File: src/rtl/arb_pkg.sv
// -----------------------------------------------------------------------------
// arb_pkg
// Shared types for the cache-to-memory arbiter.
//   arb_state_t : which cache (if any) currently owns the memory port
//   grant_t     : which cache won the most recent grant (round-robin history)
//   mem_op_t    : kind of line transaction held in the command latch
// -----------------------------------------------------------------------------
package arb_pkg;

    typedef enum logic [1:0] {
        IDLE,
        SERVE_I,
        SERVE_D
    } arb_state_t;

    typedef enum logic {
        GRANT_I,
        GRANT_D
    } grant_t;

    typedef enum logic {
        OP_READ,
        OP_WRITE
    } mem_op_t;

endpackage

File: src/rtl/cache_mem_arbiter.sv
// -----------------------------------------------------------------------------
// cache_mem_arbiter
// Shares one physical-memory line port between the icache and the dcache.
// Fair two-way round-robin pick, one line transaction in flight at a time.
// The winner's command is captured on the grant edge and the memory port is
// driven only from that capture until mem_resp; the response is then routed
// to the owning cache only.
//
// Ports
//   clk, rst                       clock, asynchronous active-high reset
//   i_pmem_read/address            icache line-read request
//   i_pmem_rdata/resp              line data and completion pulse to icache
//   d_pmem_read/write/address/     dcache line-read / writeback request
//   d_pmem_wdata
//   d_pmem_rdata/resp              line data and completion pulse to dcache
//   mem_read/write/address/wdata   command to physical memory
//   mem_rdata/resp                 data and completion from physical memory
// -----------------------------------------------------------------------------
module cache_mem_arbiter
    import arb_pkg::*;
#(
    parameter int ADDR_W = 32,
    parameter int LINE_W = 256
) (
    input  logic              clk,
    input  logic              rst,
    input  logic              i_pmem_read,
    input  logic [ADDR_W-1:0] i_pmem_address,
    output logic [LINE_W-1:0] i_pmem_rdata,
    output logic              i_pmem_resp,
    input  logic              d_pmem_read,
    input  logic              d_pmem_write,
    input  logic [ADDR_W-1:0] d_pmem_address,
    input  logic [LINE_W-1:0] d_pmem_wdata,
    output logic [LINE_W-1:0] d_pmem_rdata,
    output logic              d_pmem_resp,
    output logic              mem_read,
    output logic              mem_write,
    output logic [ADDR_W-1:0] mem_address,
    output logic [LINE_W-1:0] mem_wdata,
    input  logic [LINE_W-1:0] mem_rdata,
    input  logic              mem_resp
);

    arb_state_t        state_q, state_d;
    grant_t            lastGrant_q, lastGrant_d;
    mem_op_t           op_q, op_d;
    logic [ADDR_W-1:0] addr_q, addr_d;
    logic [LINE_W-1:0] wdata_q, wdata_d;

    logic iReq;
    logic dReq;
    logic pickD;

    assign iReq = i_pmem_read;
    assign dReq = d_pmem_read | d_pmem_write;

    // State register, round-robin history and command latch. Reset forces
    // IDLE immediately, which in turn forces every output to zero.
    always_ff @(posedge clk or posedge rst) begin
        if (rst) begin
            state_q     <= IDLE;
            lastGrant_q <= GRANT_I;
            op_q        <= OP_READ;
            addr_q      <= '0;
            wdata_q     <= '0;
        end else begin
            state_q     <= state_d;
            lastGrant_q <= lastGrant_d;
            op_q        <= op_d;
            addr_q      <= addr_d;
            wdata_q     <= wdata_d;
        end
    end

    // Next-state and grant pick. On a tie the cache that did not win last
    // time gets the port, so continuous contention alternates D,I,D,I...
    // A dcache write beats a simultaneous dcache read.
    always_comb begin
        state_d     = state_q;
        lastGrant_d = lastGrant_q;
        op_d        = op_q;
        addr_d      = addr_q;
        wdata_d     = wdata_q;
        pickD       = 1'b0;
        case (state_q)
            IDLE: begin
                pickD = dReq && (!iReq || (lastGrant_q == GRANT_I));
                if (pickD) begin
                    state_d     = SERVE_D;
                    lastGrant_d = GRANT_D;
                    op_d        = d_pmem_write ? OP_WRITE : OP_READ;
                    addr_d      = d_pmem_address;
                    wdata_d     = d_pmem_wdata;
                end else if (iReq) begin
                    state_d     = SERVE_I;
                    lastGrant_d = GRANT_I;
                    op_d        = OP_READ;
                    addr_d      = i_pmem_address;
                    wdata_d     = '0;
                end
            end
            SERVE_I, SERVE_D: begin
                if (mem_resp) begin
                    state_d = IDLE;
                end
            end
            default: state_d = IDLE;
        endcase
    end

    // Outputs. The memory command comes only from the latch; completion and
    // line data are passed through combinationally to the owner alone.
    always_comb begin
        mem_read     = 1'b0;
        mem_write    = 1'b0;
        mem_address  = '0;
        mem_wdata    = '0;
        i_pmem_resp  = 1'b0;
        i_pmem_rdata = '0;
        d_pmem_resp  = 1'b0;
        d_pmem_rdata = '0;
        case (state_q)
            SERVE_I, SERVE_D: begin
                mem_read    = (op_q == OP_READ);
                mem_write   = (op_q == OP_WRITE);
                mem_address = addr_q;
                mem_wdata   = wdata_q;
                if (state_q == SERVE_I) begin
                    i_pmem_resp  = mem_resp;
                    i_pmem_rdata = mem_rdata;
                end else begin
                    d_pmem_resp  = mem_resp;
                    d_pmem_rdata = mem_rdata;
                end
            end
            default: ;
        endcase
    end

endmodule

File: config.mk
export PLATFORM = sky130hd
export DESIGN_NAME = cache_mem_arbiter
export DESIGN_NICKNAME = d
export VERILOG_FILES = /design/src/rtl/arb_pkg.sv /design/src/rtl/cache_mem_arbiter.sv
export SDC_FILE = /design/constraint.sdc
export NUM_CORES = 1
export LEC_CHECK = 0
export BUFFER_PORTS_ARGS = -buffer_cell sky130_fd_sc_hd__buf_2
export CORE_AREA = 2 2 537 539
export DETAILED_ROUTE_END_ITERATION = 16
export DIE_AREA = 0 0 539 541
export PLACE_DENSITY_LB_ADDON = 0.3
export SLEW_MARGIN = 20
export SYNTH_ARGS = -nofsm -noshare
export SYNTH_HDL_FRONTEND = slang
export SYNTH_SLANG_ARGS = --single-unit
File: constraint.sdc
create_clock -name clk -period 21 [get_ports clk]
set_input_delay 1.05 -clock clk [delete_from_list [all_inputs] [get_ports clk]]
set_output_delay 1.05 -clock clk [all_outputs]
set_load 0.02 [all_outputs]
==> metrics.csv <==
metric,value,unit
Die Area,0.2916,mm2
Hold Path Class,register to register,
Layout Nets,3495,
CTS Root Cell,clkbuf_16,
Max Cap Viol,0,
Rel. slew slack,30.53,%
first-pass GRT wire length,224800,um
RSZ-0062 raised after global routing,false,
Worst EP required,19.95,ns
CTS buffer count,38,
largest fanout on the critical path,182,
Hold WS,0.4698,ns
Post-CTS Setup Bufs,0,
share of post-route cells with drive strength above 1,50.05,%
gpl congestion,0.9479,
Tightest Pin Transition,1.042,ns
Overflow after GRT,0,
Die Width,539,um
synthesized area,0.01602,mm2
Detailed Route WL,182800,um
initial antenna violation count,274,
DRT antenna net count,0,
status,finished clean,
htree depth,2,
Yosys warnings,0,
Leak,14.54,nW
# rows,197,
syn nets,2206,
DRT iter0 DRCs,1257,
Gate Count Post-Synth,1622,
Max Slew Vio Count,0,
WP data arrival,3.60,ns
Wirelength per Cell,27.04,um
vias in the first global route,18830,
IO Count,1386,
Final setup viols,0,
maximum VDD drop,93.95,uV
number of hold buffers added after CTS,0,
top post-synthesis cells by area,"dfrtp_1, and2_1, a22o_1",
cts repair resizes,0,
DR DRC count,0,
TritonCTS clock tree,yes,
most frequent cells in the layout,"buf_2, and2_1, dfrtp_1, a22o_1, clkbuf_16",
"FF+latch count, synth",292,
"commonest non-fill, non-tap cell in the layout",buf_2,
sequential-to-total area share from yosys stat,45.62,%
top-area cell type share of the netlist area,45.62,%
fmax,215.0,MHz
via count,19130,
drt via density,2.831,
pwr/cell area,170.5,mW/mm2
crit path kind,register to output pin,
Die H,541,um
minimum clock period,4.650,ns
critical path launch point type,register,
clock sinks,292,
final HPWL from detailed placement,162200,um
DRT Pass-1 Iters,5,
Cell variety after synth,22,
Area Growth Syn to Fin,78.29,%
Placeable Area,0.2864,mm2
Setup TNS Final,0,ns
worst reg-to-reg setup slack,18.15,ns
Setup Skew,0.02917,ns
fin crit share,22.14,%
port bufs,1385,
largest net degree at the start of global routing,235,
Yosys top cell by area,dfrtp_1,
CP Capture Type,output pin,
Initial Util,5.592,%
Total GRT Usage,12.00,%
"Hold Vio Cnt, Final",0,
"Reg clk slew, reported paths",0.06,ns
fillers,33600,
clock buffer depth,3,
worst-skew pair later-pin latency,0.60,ns
Avg Inst Size Synth,9.875,um2
-- area by class of cell --
type / instances / area, um2 / share of cell area, %
Multi-Input combinational cell: 1172 / 8065 / 28.24
Antenna cell: 40 / 100.1 / 0.3505
Inverter: 4 / 22.52 / 0.07886
Clock inverter: 13 / 143.9 / 0.5038
Clock buffer: 53 / 1099 / 3.847
Tap cell: 3781 / 4731 / 16.57
Sequential cell: 292 / 7307 / 25.59
Timing Repair Buffer: 1403 / 7091 / 24.83
-- layer usage --
metal / track usage (%) / vias up / wire length [um]
met1: 13.03 / 9017 / 66860
met4: 3.568 / 14 / 7297
met2: 19.87 / 1616 / 83550
li1: - / 7992 / -
met5: 0 / - / 89
met3: 6.607 / 494 / 24980
-- logic make-up after synthesis --
group | Yosys count | share of synthesized area [%]
muxes | 32 | 2.000
adders and majority gates | 2 | 0.1562
AOI/OAI and AO/OA | 296 | 15.60
and+or+nand+nor | 842 | 32.39
DFF | 292 | 45.62
buffers and inverters | 158 | 4.234
-- synthesized netlist by cell type --
cell       count
a21o_1         1
a21oi_1        1
a22o_1       258
a31o_2         1
and2_1       804
buf_1          1
buf_2         59
buf_4          3
clkbuf_1      91
dfrtp_1      292
ha_1           2
inv_1          4
mux2i_1       32
nand2_1       32
nor2_1         1
nor2_4         1
nor2b_1        3
nor3_1         1
o21ai_0       32
o2bb2ai_1      1
o2bb2ai_4      1
o31ai_4        1
-- power by group --
part,total (mW),switching (mW),internal (mW)
clock network,0.682,0.292,0.391
registers,0.953,0.143,0.810
logic,3.23,2.22,1.01
total,4.87,2.66,2.21
-- worst paths after layout --
kind,startpoint,to,cells after the start
hold reg to reg,addr_q[1]$_DFFE_PP0P_,addr_q[1]$_DFFE_PP0P_,2
setup / recovery,state_q[1]$_DFFE_PP0P_,i_pmem_rdata[164],6
max in group asynchronous,rst,wdata_q[68]$_DFFE_PP0P_,4
hold / removal,addr_q[1]$_DFFE_PP0P_,addr_q[1]$_DFFE_PP0P_,2
min in group asynchronous,rst,wdata_q[179]$_DFFE_PP0P_,2
setup reg to reg,lastGrant_q$_DFFE_PP0P_,wdata_q[64]$_DFFE_PP0P_,6
-- registers in the layout, summed over array words and instances (netlist names) --
name         cells
addr_q          32
lastGrant_q      1
op_q             1
state_q          2
wdata_q        256
-- per-stage QoR --
step | setup WS, ns | util (%) | cells | total power, mW | instance area, um2
global placement | 16.80 | 9.498 | 6652 | 4.225 | 27200
global route | 16.15 | 9.956 | 6741 | 5.212 | 28520
CTS | 16.23 | 9.933 | 6718 | 4.948 | 28450
finish | 16.35 | 9.971 | 6758 | 4.869 | 28560
floorplan | 11.89 | - | 1622 | 2.847 | 16020
detailed placement | 16.93 | 9.500 | 6652 | 4.224 | 27210
-- critical path, cell delays in order, from the launching register on --
cell	delay [ns]
dfrtp_1	0.37
inv_1	0.16
ha_4	0.51
buf_4	0.48
buf_6	0.65
and2_1	0.32
buf_2	0.21
Power figures use the tool's default switching activity.
